`config.mk`:
```
export PLATFORM = sky130hd
export DESIGN_NAME = iir_stream_ctrl
export DESIGN_NICKNAME = d
export VERILOG_FILES = /design/src/rtl/iir_stream_ctrl.sv
export SDC_FILE = /design/constraint.sdc
export NUM_CORES = 1
export LEC_CHECK = 0
export BUFFER_PORTS_ARGS = -buffer_cell sky130_fd_sc_hd__buf_2
export CAP_MARGIN = 25
export CORE_UTILIZATION = 60
export CTS_CLUSTER_DIAMETER = 30
export DETAILED_ROUTE_END_ITERATION = 8
export PLACE_DENSITY = 0.85
export SYNTH_ARGS = -nofsm -noshare
export SYNTH_HDL_FRONTEND = slang
export SYNTH_SLANG_ARGS = --single-unit
```
`constraint.sdc`:
```
create_clock -name clk -period 4.67 [get_ports clk]
set_input_delay 0.934 -clock clk [delete_from_list [all_inputs] [get_ports clk]]
set_output_delay 0.934 -clock clk [all_outputs]
set_load 0.02 [all_outputs]
```
`src/rtl/iir_stream_ctrl.sv`:
```
// iir_stream_ctrl: runs one filtering job through a 2nd-order IIR datapath.
// Clears the filter, streams a programmed number of Q2.6 samples from a
// valid/ready source (zero-stuffing on starvation), flushes the pipeline and
// presents tagged Q2.15 results with a last marker and completion pulse.
module iir_stream_ctrl #(
    parameter int IN_W       = 8,
    parameter int OUT_W      = 17,
    parameter int LATENCY    = 1,
    parameter int RST_CYCLES = 2,
    parameter int CNT_W      = 16
) (
    input  logic             clk,
    input  logic             reset_n,
    input  logic             start,
    input  logic [CNT_W-1:0] num_samples,
    output logic             busy,
    output logic             done,
    output logic             underrun,
    input  logic             s_valid,
    input  logic [IN_W-1:0]  s_data,
    output logic             s_ready,
    output logic             flt_reset_n,
    output logic [IN_W-1:0]  flt_data_in,
    input  logic [OUT_W-1:0] flt_data_out,
    output logic             m_valid,
    output logic [OUT_W-1:0] m_data,
    output logic             m_last
);

    localparam int CLR_W = (RST_CYCLES > 1) ? $clog2(RST_CYCLES) : 1;

    typedef enum logic [2:0] {
        ST_IDLE  = 3'd0,
        ST_CLEAR = 3'd1,
        ST_RUN   = 3'd2,
        ST_FLUSH = 3'd3,
        ST_FIN   = 3'd4
    } state_e;

    state_e             state_q, state_d;
    logic [CLR_W-1:0]   clr_cnt_q, clr_cnt_d;
    logic [CNT_W-1:0]   remaining_q, remaining_d;
    logic [CNT_W-1:0]   count_q, count_d;
    logic [CNT_W-1:0]   out_cnt_q, out_cnt_d;
    logic [LATENCY:0]   tag_q, tag_d;
    logic               busy_q, busy_d;
    logic               done_q, done_d;
    logic               underrun_q, underrun_d;
    logic               s_ready_q, s_ready_d;
    logic               flt_reset_n_q, flt_reset_n_d;
    logic [IN_W-1:0]    flt_data_in_q, flt_data_in_d;
    logic               m_valid_q, m_valid_d;
    logic [OUT_W-1:0]   m_data_q, m_data_d;
    logic               m_last_q, m_last_d;

    logic start_ok_s;
    logic start_zero_s;
    logic run_hs_s;
    logic clr_end_s;
    logic tag_empty_s;

    // Decode of the conditions that steer the sequencer.
    always_comb begin
        start_ok_s   = (state_q == ST_IDLE) && start && (num_samples != {CNT_W{1'b0}});
        start_zero_s = (state_q == ST_IDLE) && start && (num_samples == {CNT_W{1'b0}});
        run_hs_s     = (state_q == ST_RUN) && s_valid && s_ready_q;
        clr_end_s    = (clr_cnt_q == CLR_W'(RST_CYCLES - 1));
        tag_empty_s  = (tag_q == {(LATENCY + 1){1'b0}});
    end

    // FSM state register.
    always_ff @(posedge clk or negedge reset_n) begin
        if (!reset_n) begin
            state_q <= ST_IDLE;
        end else begin
            state_q <= state_d;
        end
    end

    // FSM next-state logic.
    always_comb begin
        state_d = state_q;
        case (state_q)
            ST_IDLE: begin
                if (start_ok_s) state_d = ST_CLEAR;
                else            state_d = ST_IDLE;
            end
            ST_CLEAR: begin
                if (clr_end_s) state_d = ST_RUN;
                else           state_d = ST_CLEAR;
            end
            ST_RUN: begin
                if (run_hs_s && (remaining_q == CNT_W'(1))) state_d = ST_FLUSH;
                else                                        state_d = ST_RUN;
            end
            ST_FLUSH: begin
                if (tag_empty_s) state_d = ST_FIN;
                else             state_d = ST_FLUSH;
            end
            ST_FIN:  state_d = ST_IDLE;
            default: state_d = ST_IDLE;
        endcase
    end

    // Output/datapath next values; every output is registered from these.
    always_comb begin
        clr_cnt_d = (state_q == ST_CLEAR) ? (clr_cnt_q + CLR_W'(1)) : {CLR_W{1'b0}};

        if (start_ok_s) begin
            remaining_d = num_samples;
            count_d     = num_samples;
            out_cnt_d   = {CNT_W{1'b0}};
            underrun_d  = 1'b0;
        end else begin
            remaining_d = run_hs_s ? (remaining_q - CNT_W'(1)) : remaining_q;
            count_d     = count_q;
            out_cnt_d   = tag_q[LATENCY] ? (out_cnt_q + CNT_W'(1)) : out_cnt_q;
            underrun_d  = ((state_q == ST_RUN) && !run_hs_s) ? 1'b1 : underrun_q;
        end

        // A starved RUN cycle still advances the filter, on a zero that carries no tag.
        tag_d         = {tag_q[LATENCY-1:0], run_hs_s};
        flt_data_in_d = run_hs_s ? s_data : {IN_W{1'b0}};

        busy_d        = (state_d != ST_IDLE);
        done_d        = (state_d == ST_FIN) || start_zero_s;
        s_ready_d     = (state_d == ST_RUN);
        flt_reset_n_d = (state_d != ST_CLEAR);

        m_valid_d = tag_q[LATENCY];
        m_data_d  = tag_q[LATENCY] ? flt_data_out : m_data_q;
        m_last_d  = tag_q[LATENCY] && ((out_cnt_q + CNT_W'(1)) == count_q);
    end

    // Registers for counters, tag pipe and all outputs.
    always_ff @(posedge clk or negedge reset_n) begin
        if (!reset_n) begin
            clr_cnt_q     <= {CLR_W{1'b0}};
            remaining_q   <= {CNT_W{1'b0}};
            count_q       <= {CNT_W{1'b0}};
            out_cnt_q     <= {CNT_W{1'b0}};
            tag_q         <= {(LATENCY + 1){1'b0}};
            busy_q        <= 1'b0;
            done_q        <= 1'b0;
            underrun_q    <= 1'b0;
            s_ready_q     <= 1'b0;
            flt_reset_n_q <= 1'b1;
            flt_data_in_q <= {IN_W{1'b0}};
            m_valid_q     <= 1'b0;
            m_data_q      <= {OUT_W{1'b0}};
            m_last_q      <= 1'b0;
        end else begin
            clr_cnt_q     <= clr_cnt_d;
            remaining_q   <= remaining_d;
            count_q       <= count_d;
            out_cnt_q     <= out_cnt_d;
            tag_q         <= tag_d;
            busy_q        <= busy_d;
            done_q        <= done_d;
            underrun_q    <= underrun_d;
            s_ready_q     <= s_ready_d;
            flt_reset_n_q <= flt_reset_n_d;
            flt_data_in_q <= flt_data_in_d;
            m_valid_q     <= m_valid_d;
            m_data_q      <= m_data_d;
            m_last_q      <= m_last_d;
        end
    end

    assign busy        = busy_q;
    assign done        = done_q;
    assign underrun    = underrun_q;
    assign s_ready     = s_ready_q;
    assign flt_reset_n = flt_reset_n_q;
    assign flt_data_in = flt_data_in_q;
    assign m_valid     = m_valid_q;
    assign m_data      = m_data_q;
    assign m_last      = m_last_q;

endmodule

```
==> metrics.md, run 1 <==
| Metric | Value |
|---|---|
| Status | finished, violations left |
| Failing checks | design-rule violations |
| Required time of the critical path | about 5 ns |
| Post-route design area | ~4700 sq um |
| Seq cells post-synth | 86 |
| Max cap viols | 0 |
| Nets | 520 |
| Slew Viols, Final | 0 |
| Grt total ovfl | 0 |
| Hold Path Class | input pin to async pin |
| WL per Instance | between 15 and 20 microns |
| Vias in the first global route | between 3,000 and 4,000 |
| CP max-delay cell | and2_1 |
| Number of synthesized flops with an enable pin | 0 |
| Port Buffers | 76 |
| Worst-Skew Late Latency | around 0.36 ns |
| Max Fclk | around 330 MHz |
| Initial drt markers | between 150 and 200 |
| Crit path DAT | about 3.2 ns |
| Worst-path cell chain | buf_2 > nor4_1 > nand4_1 > and2_1 > nor3_1 > o31ai_2 > or3_1 |
| P_leak | between 2 and 2.5 nW |
| Die Y | between 80 and 90 microns |
| Buf/Inv on CP | 1 |
| CORE AREA | ~6500 sq um |
| Sequential power share | 0.477 |
| Avg Inst Size Synth | slightly above 10 sq um |
| Clk_skew | roughly 0.0076 ns |
| Final hold violation count | 0 |
| Clk buf depth | 2 |
| RSZ-0062 raised after global routing | false |
| Switching share of power | 0.384 |
| # H-tree levels | 3 |
| Setup ws final | around 1.7 ns |
| IO Pins | just under 80 |
| Syn Nets | 448 |
| Slew HR | 0.374 |
| Drt via density | around 5.9 |
| Post-cts resize count | 0 |
| Clk slew on worst S/H paths | 0.09 ns |
| PD cells | a little over 500 nW/um^2 |
| Post-Synthesis Cell Area | around 4100 sq um |
| Antenna Cells | 0 |
| Layout area overhead | 14.4% |
| Metal3 WL | between 500 and 600 microns |
| Setup repair bufs after CTS | 0 |
| Cell Area, Placed | between 4000 and 5000 sq um |
| Clock power frac | 0.187 |
| YS warnings | 0 |
| Slowest stage delay, CP | ~0.57 ns |
| Uppermost routed layer | met4 |
| Total CTS buffers | 9 |
| CTS tree | built |
| Placed Cells | between 500 and 600 |
| First-pass GRT wire length | around 15 mm |
| Critical Path Sink Type | flip-flop |
| Starting density of the core | 0.635 |
| Internal power | around 1.5 mW |
| Setup tns final | 0 ns |
| Post-synthesis cell type count | 54 |
| Met1 Wirelength | approximately 3.6 mm |
| Post-layout min period | 2.99 ns |
| Worst Tran Pin Value | 0.940 ns |
| Top-area cell type share of the netlist area | 0.516 |
| Critical path class | input pin to flip-flop |
| Final Cycle Share | 0.641 |
| Post-DP HPWL | 6.33 mm |
| Vias after detailed routing | 3,292 |
| Final setup vio count | 0 |
| Dominant cells by area after synthesis | dfrtp_1 (52%), nand2_1 (5.7%), mux2_2 (4.9%) |
| Global Route Usage Sum | 0.267 |
| Pin count of the biggest net entering global routing | 87 |
| Final WL | 8.84 mm |
| Die area | 7200 sq um |
| Ys async rst share | 1.00 |
| Root Driver | clkbuf_8 |
| CTS Hold Buffers Added | 0 |
| Synth Flop Type | dfrtp_1 |
| Pre-antenna DRT Iters | 7 |
| Routed wl met2 | roughly 4.5 mm |
| Ratio of cells with drive above 1 in the final layout | 0.260 |
| Peak supply drop | 0.000366 V |
| Combinational Power Share | 0.337 |
| Psw | 0.938 mW |
| # rows | 29 |
| Initial antenna violation count | 0 |
| GP Congestion | about 0.9 |
| Dominant delay contributor by cell family on the critical path | simple AND/OR/NAND/NOR gates |
| # clock sinks | 86 |
| Pre-CTS setup slack | around 1.3 ns |
| Antenna-violating nets left | 0 |
| Synth Instances | 400 |
| Post-synthesis sequential area ratio | 0.522 |
| CP Launch Type | input pin |
| Layout Cells excl Fill | about 550 |
| DRC | 3 |
| Die X | roughly 85 microns |
| Top cell type by total area after synthesis | dfrtp_1 |
| Critical path peak fanout | 26 |
[path summary, 6_finish.rpt]
check	startpoint	endpoint	slack, ns	cells past startpoint
min reg2reg	tag_q[0]	tag_q[1]	0.41	0
max	num_samples[3]	busy	1.68	7
max reg2reg	state_q[2]	remaining_q[11]	1.98	6
min in group clk	tag_q[0]	tag_q[1]	0.41	0
min	reset_n	m_data[2]	0.40	1
max in group asynchronous	reset_n	flt_reset_n	3.66	2
[metrics by stage]
step                hold WS [ns]  power [mW]   util
floorplan                  0.352        1.72      -
global placement           0.387        1.94  0.696
detailed placement         0.389        1.99  0.696
CTS                        0.407        2.45  0.722
global route               0.393        2.60  0.726
finish                     0.395        2.44  0.726
[worst reg2reg max path: stages (launching register included)]
cell      delay [ns]
dfrtp_1         0.44
nor4b_1         0.50
and2_1          0.83
buf_4           0.38
nor2_1          0.11
o21ai_0         0.17
o311ai_0        0.14
[cells by family (layout without fill, tap and decap cells)]
family | Yosys count | after routing | share of synthesized area
and+or+nand+nor | 181 | 181 | 0.220
DFF | 86 | 86 | 0.522
AOI/OAI and AO/OA | 46 | 46 | 0.0829
xor gates and xnor gates | 37 | 37 | 0.0786
buffers and inverters | 26 | 103 | 0.0304
muxes | 21 | 21 | 0.0565
adders and majority gates | 3 | 3 | 0.00911
[registers in the layout, indices dropped and copies added (netlist names), 2 cells and up]
name / flops
m_data: 17
count_q: 16
flt_data_in: 8
tag_q: 2
remaining_q: 16
out_cnt_q: 16
state_q: 3
[area by class of cell]
class	count	area (sq um)
repair buffers	79	425
well taps	77	96.3
clock buffers	11	131
inverters	8	30.0
multi-input cells	288	1840
clock inverters	5	36.3
flip-flops and latches	86	2150
fillers	471	1780
[power by group through the flow]
stage                     Combinational (mW)  Clock (mW)  Sequential (mW)
final                                  0.823       0.457             1.16
after global routing                   0.904       0.501             1.19
after CTS                              0.825       0.462             1.16
after detailed placement               0.818           0             1.17
after global placement                 0.781           0             1.16
after floorplan                        0.500           0             1.22
[metal layers]
metal  GRT usage  up-vias
li1            -     1547
met1       0.336     1577
met2       0.456      140
met3      0.0545       28
met4       0.108        0
met5           0        -
[synth_stat cells, types with 3 or more instances]
cell type and n:
ha_1 3, mux2i_1 3, nor4_2 4, nor4_1 10, and2_1 12, o311ai_0 3
o21ai_0 9, clkbuf_1 13, nand3_1 18, nand4_1 11, nand2_1 63, xor2_1 17
xnor2_1 20, nor2_1 34, o21ai_1 3, nor3_1 9, o211ai_1 9, a21oi_1 3
inv_1 7, nand2b_1 5, mux2_2 18, dfrtp_1 85
[cell usage in the layout (no fill, tap or decap), drive strengths merged, types with 2 or more instances in the layout]
master and count:
nand3 19, clkbuf 11, ha 3, and2 12
o211ai 10, xnor2 20, xor2 17, o41ai 2
inv 8, nor3 9, o21a 2, or3 2
nor4b 2, nor2 34, nand3b 2, o311ai 5
nand2 64, nand2b 5, a21oi 3, a31oi 2
o21ai 13, or2 2, nand4 11, dfrtp 85
mux2 18, clkinvlp 3, mux2i 3, clkinv 2
buf 79, nor4 14, o31ai 2
Note: power is estimated with default switching activity, not from simulation.
==> run 2: changes to the inputs <==
Settings changed: CORE_UTILIZATION 60 to 50, PLACE_DENSITY 0.85 to 0.76.
Clock period 4.67 ns to 2.5 ns, I/O delays scaled along.
==> run 2 against run 1 <==
The run now ends clean. Largest power group unchanged. Flip-flop and latch count did not move. Final cell count rose by 5.2%. Register-to-register slack got worse by 1.6 ns. Clock skew rose by 0.0041 ns. Core utilization fell by 11 points. Global-route usage fell by 4.5 points. Routed wire length barely moved. Total power rose by 94%. Critical path depth did not move. Critical endpoint unchanged. Sequential share of layout area fell by 1.0 points.
==> metrics.md, run 2 (same netlist as run 1, synthesis figures left out) <==
| Metric | Value |
|---|---|
| Status | finished, final reports clean |
| # H-tree levels | 3 (unchanged) |
| RSZ-0062 raised after global routing | false |
| Worst-path cell chain | buf_2 > nor4_1 > nand4_1 > and2_1 > nor3_1 > o31ai_2 > or3_1 |
| Die area | 8610 sq um (+20%) |
| Post-layout min period | approximately 2.2 ns |
| IO Pins | 77 (unchanged) |
| Hold WS | 0.130 ns (-0.265 ns) |
| Drt via density | 5.58 (-6.0%) |
| CTS tree | built |
| CP Launch Type | input pin |
| Worst Tran Pin Value | 0.567 ns (-0.373 ns) |
| Critical path peak fanout | 5 (-81%) |
| Slowest stage delay, CP | 0.52 ns (-0.05 ns) |
| Post-DP HPWL | 6.62 mm (+4.6%) |
| Initial drt markers | 184 (-7.5%) |
| Final setup vio count | 0 (unchanged) |
| Total CTS buffers | 9 (unchanged) |
| Final WL | 8.85 mm (about the same) |
| Slew Viols, Final | 0 (unchanged) |
| Antenna Cells | 0 (unchanged) |
| Initial antenna violation count | 0 (unchanged) |
| CTS Hold Buffers Added | 0 (unchanged) |
| Cell Area, Placed | 4620 sq um (+2.2%) |
| Critical path class | input pin to flip-flop |
| Pin count of the biggest net entering global routing | 46 (-47%) |
| Die X | 92.8 microns (+9.3%) |
| Hold Path Class | input pin to async pin |
| Crit. Startpoint | num_samples[0] |
| Setup ws final | 0.319 ns (-1.36 ns) |
| Nets | 525 (+0.96%) |
| R2R depth | 6 (unchanged) |
| Clk slew on worst S/H paths | 0.08 ns (about the same) |
| First-pass GRT wire length | 14.9 mm (-0.78%) |
| # clock sinks | 86 (unchanged) |
| GP Congestion | 0.844 (-3.6%) |
| CP max-delay cell | nor4_1 |
| Critical Path Sink Type | flip-flop |
| Peak supply drop | 0.000549 V (+50%) |
| Pre-antenna DRT Iters | 5 (-2) |
| Post-cts resize count | 0 (unchanged) |
| Total chip power | 4.74 mW (+94%) |
| Pre-CTS setup slack | -0.0298 ns (-1.35 ns) |
| # rows | 32 (+10%) |
| Clk_skew | 0.0116 ns (+0.00408 ns) |
| Ratio of cells with drive above 1 in the final layout | 0.268 (+0.00823) |
| Global Route Usage Sum | 0.222 (-0.0455) |
| Reg2Reg Capture Point | m_last |
| Max cap viols | 0 (unchanged) |
| Setup tns final | 0 ns (unchanged) |
| P_leak | 2.25 nW (+2.5%) |
| PD cells | 983 nW/um^2 (+90%) |
| WL per Instance | 15.2 microns (-4.9%) |
| Layout area overhead | 17.1% |
| Grt total ovfl | 0 (unchanged) |
| DRC | 0 (-3) |
| Post-route design area | 4820 sq um (+2.3%) |
| Worst-Skew Late Latency | 0.35 ns (about the same) |
| Largest register FFs | 17 (unchanged) |
| Starting density of the core | 0.525 (-0.109) |
| Most common cell after layout, fill and taps aside | dfrtp_1 |
| Final hold violation count | 0 (unchanged) |
| FF+latch area | 2150 sq um (unchanged) |
| Setup repair bufs after CTS | 0 (unchanged) |
| Port Buffers | 76 (unchanged) |
| Final Cycle Share | 0.872 |
| Area of the multi-input gates | 1840 sq um (unchanged) |
| R2R Path Start | out_cnt_q[2] |
| Flop2flop setup slack | 0.35 ns (-1.63 ns) |
| Root Driver | clkbuf_8 |
| CORE AREA | 7850 sq um (+21%) |
| Slew HR | 0.619 (+0.245) |
| Fill count | 682 (+45%) |
| Die Y | 92.8 microns (+9.3%) |
| Vias after detailed routing | 3,256 (-1.1%) |
| Antenna-violating nets left | 0 (unchanged) |
| Required time of the critical path | 2.72 ns (-2.19 ns) |
| Most frequent cells in the layout | dfrtp_1 (85), buf_2 (75), nand2_1 (63) |
| Max Fclk | around 460 MHz |
| Clk buf depth | 2 (unchanged) |
| Vias in the first global route | 3,254 (+1.6%) |
| Crit path DAT | 2.40 ns (-0.83 ns) |
## run 2: cell count changes in the layout (fill, tap and decap cells not counted)
cell / delta
buf_12: +2
buf_16: -1
buf_4: +4
bufinv_16: +2
clkbuf_1: -1
clkinv_2: +2
clkinv_4: -1
clkinvlp_4: -3
## run 2: how the worst max path moves through the flow
stage | end | slack (ns) | depth (start not counted)
2_1_floorplan | busy | 0.57 | 7
3_3_place_gp | busy | -0.009 | 7
3_5_place_dp | busy | -0.03 | 7
4_1_cts | m_last | 0.35 | 6
5_1_grt | m_last | 0.20 | 6
6_report | busy | 0.32 | 7
## run 2: area by class of cell
| type | count | share of cell area |
|---|---|---|
| clock buffer | 10 | 0.0265 |
| clock inverter | 5 | 0.0156 |
| inverter | 8 | 0.00622 |
| multi-input combinational | 288 | 0.382 |
| sequential | 86 | 0.446 |
| tap | 102 | 0.0265 |
| timing repair buffer | 84 | 0.0970 |
## run 2: per-stage QoR
step,std cells,util
after CTS,583,0.615
final,583,0.615
after detailed placement,568,0.589
after global placement,568,0.589
after global routing,583,0.615
after floorplan,400,-
## run 2: routing by layer
layer,up-vias,part of all wire,GRT usage
li1,1554,-,-
met2,121,0.49,0.369
met4,0,0.043,0.126
met5,-,0,0
met3,29,0.051,0.0452
met1,1552,0.41,0.267
## run 2: worst max-delay path, delay by kind of cell
family,cells,cell delay [ns]
AO/OA/AOI/OAI,1,0.12
AND/OR/NAND/NOR,5,1.66
buffers and inverters,1,0.13
## run 2: power breakdown
part	internal [mW]	total (mW)	leakage, nW	switching (mW)
clock	0.553	1.02	0.106	0.467
sequential	1.82	2.17	1.12	0.350
combinational	0.658	1.55	1.02	0.896
total	3.03	4.74	2.25	1.71
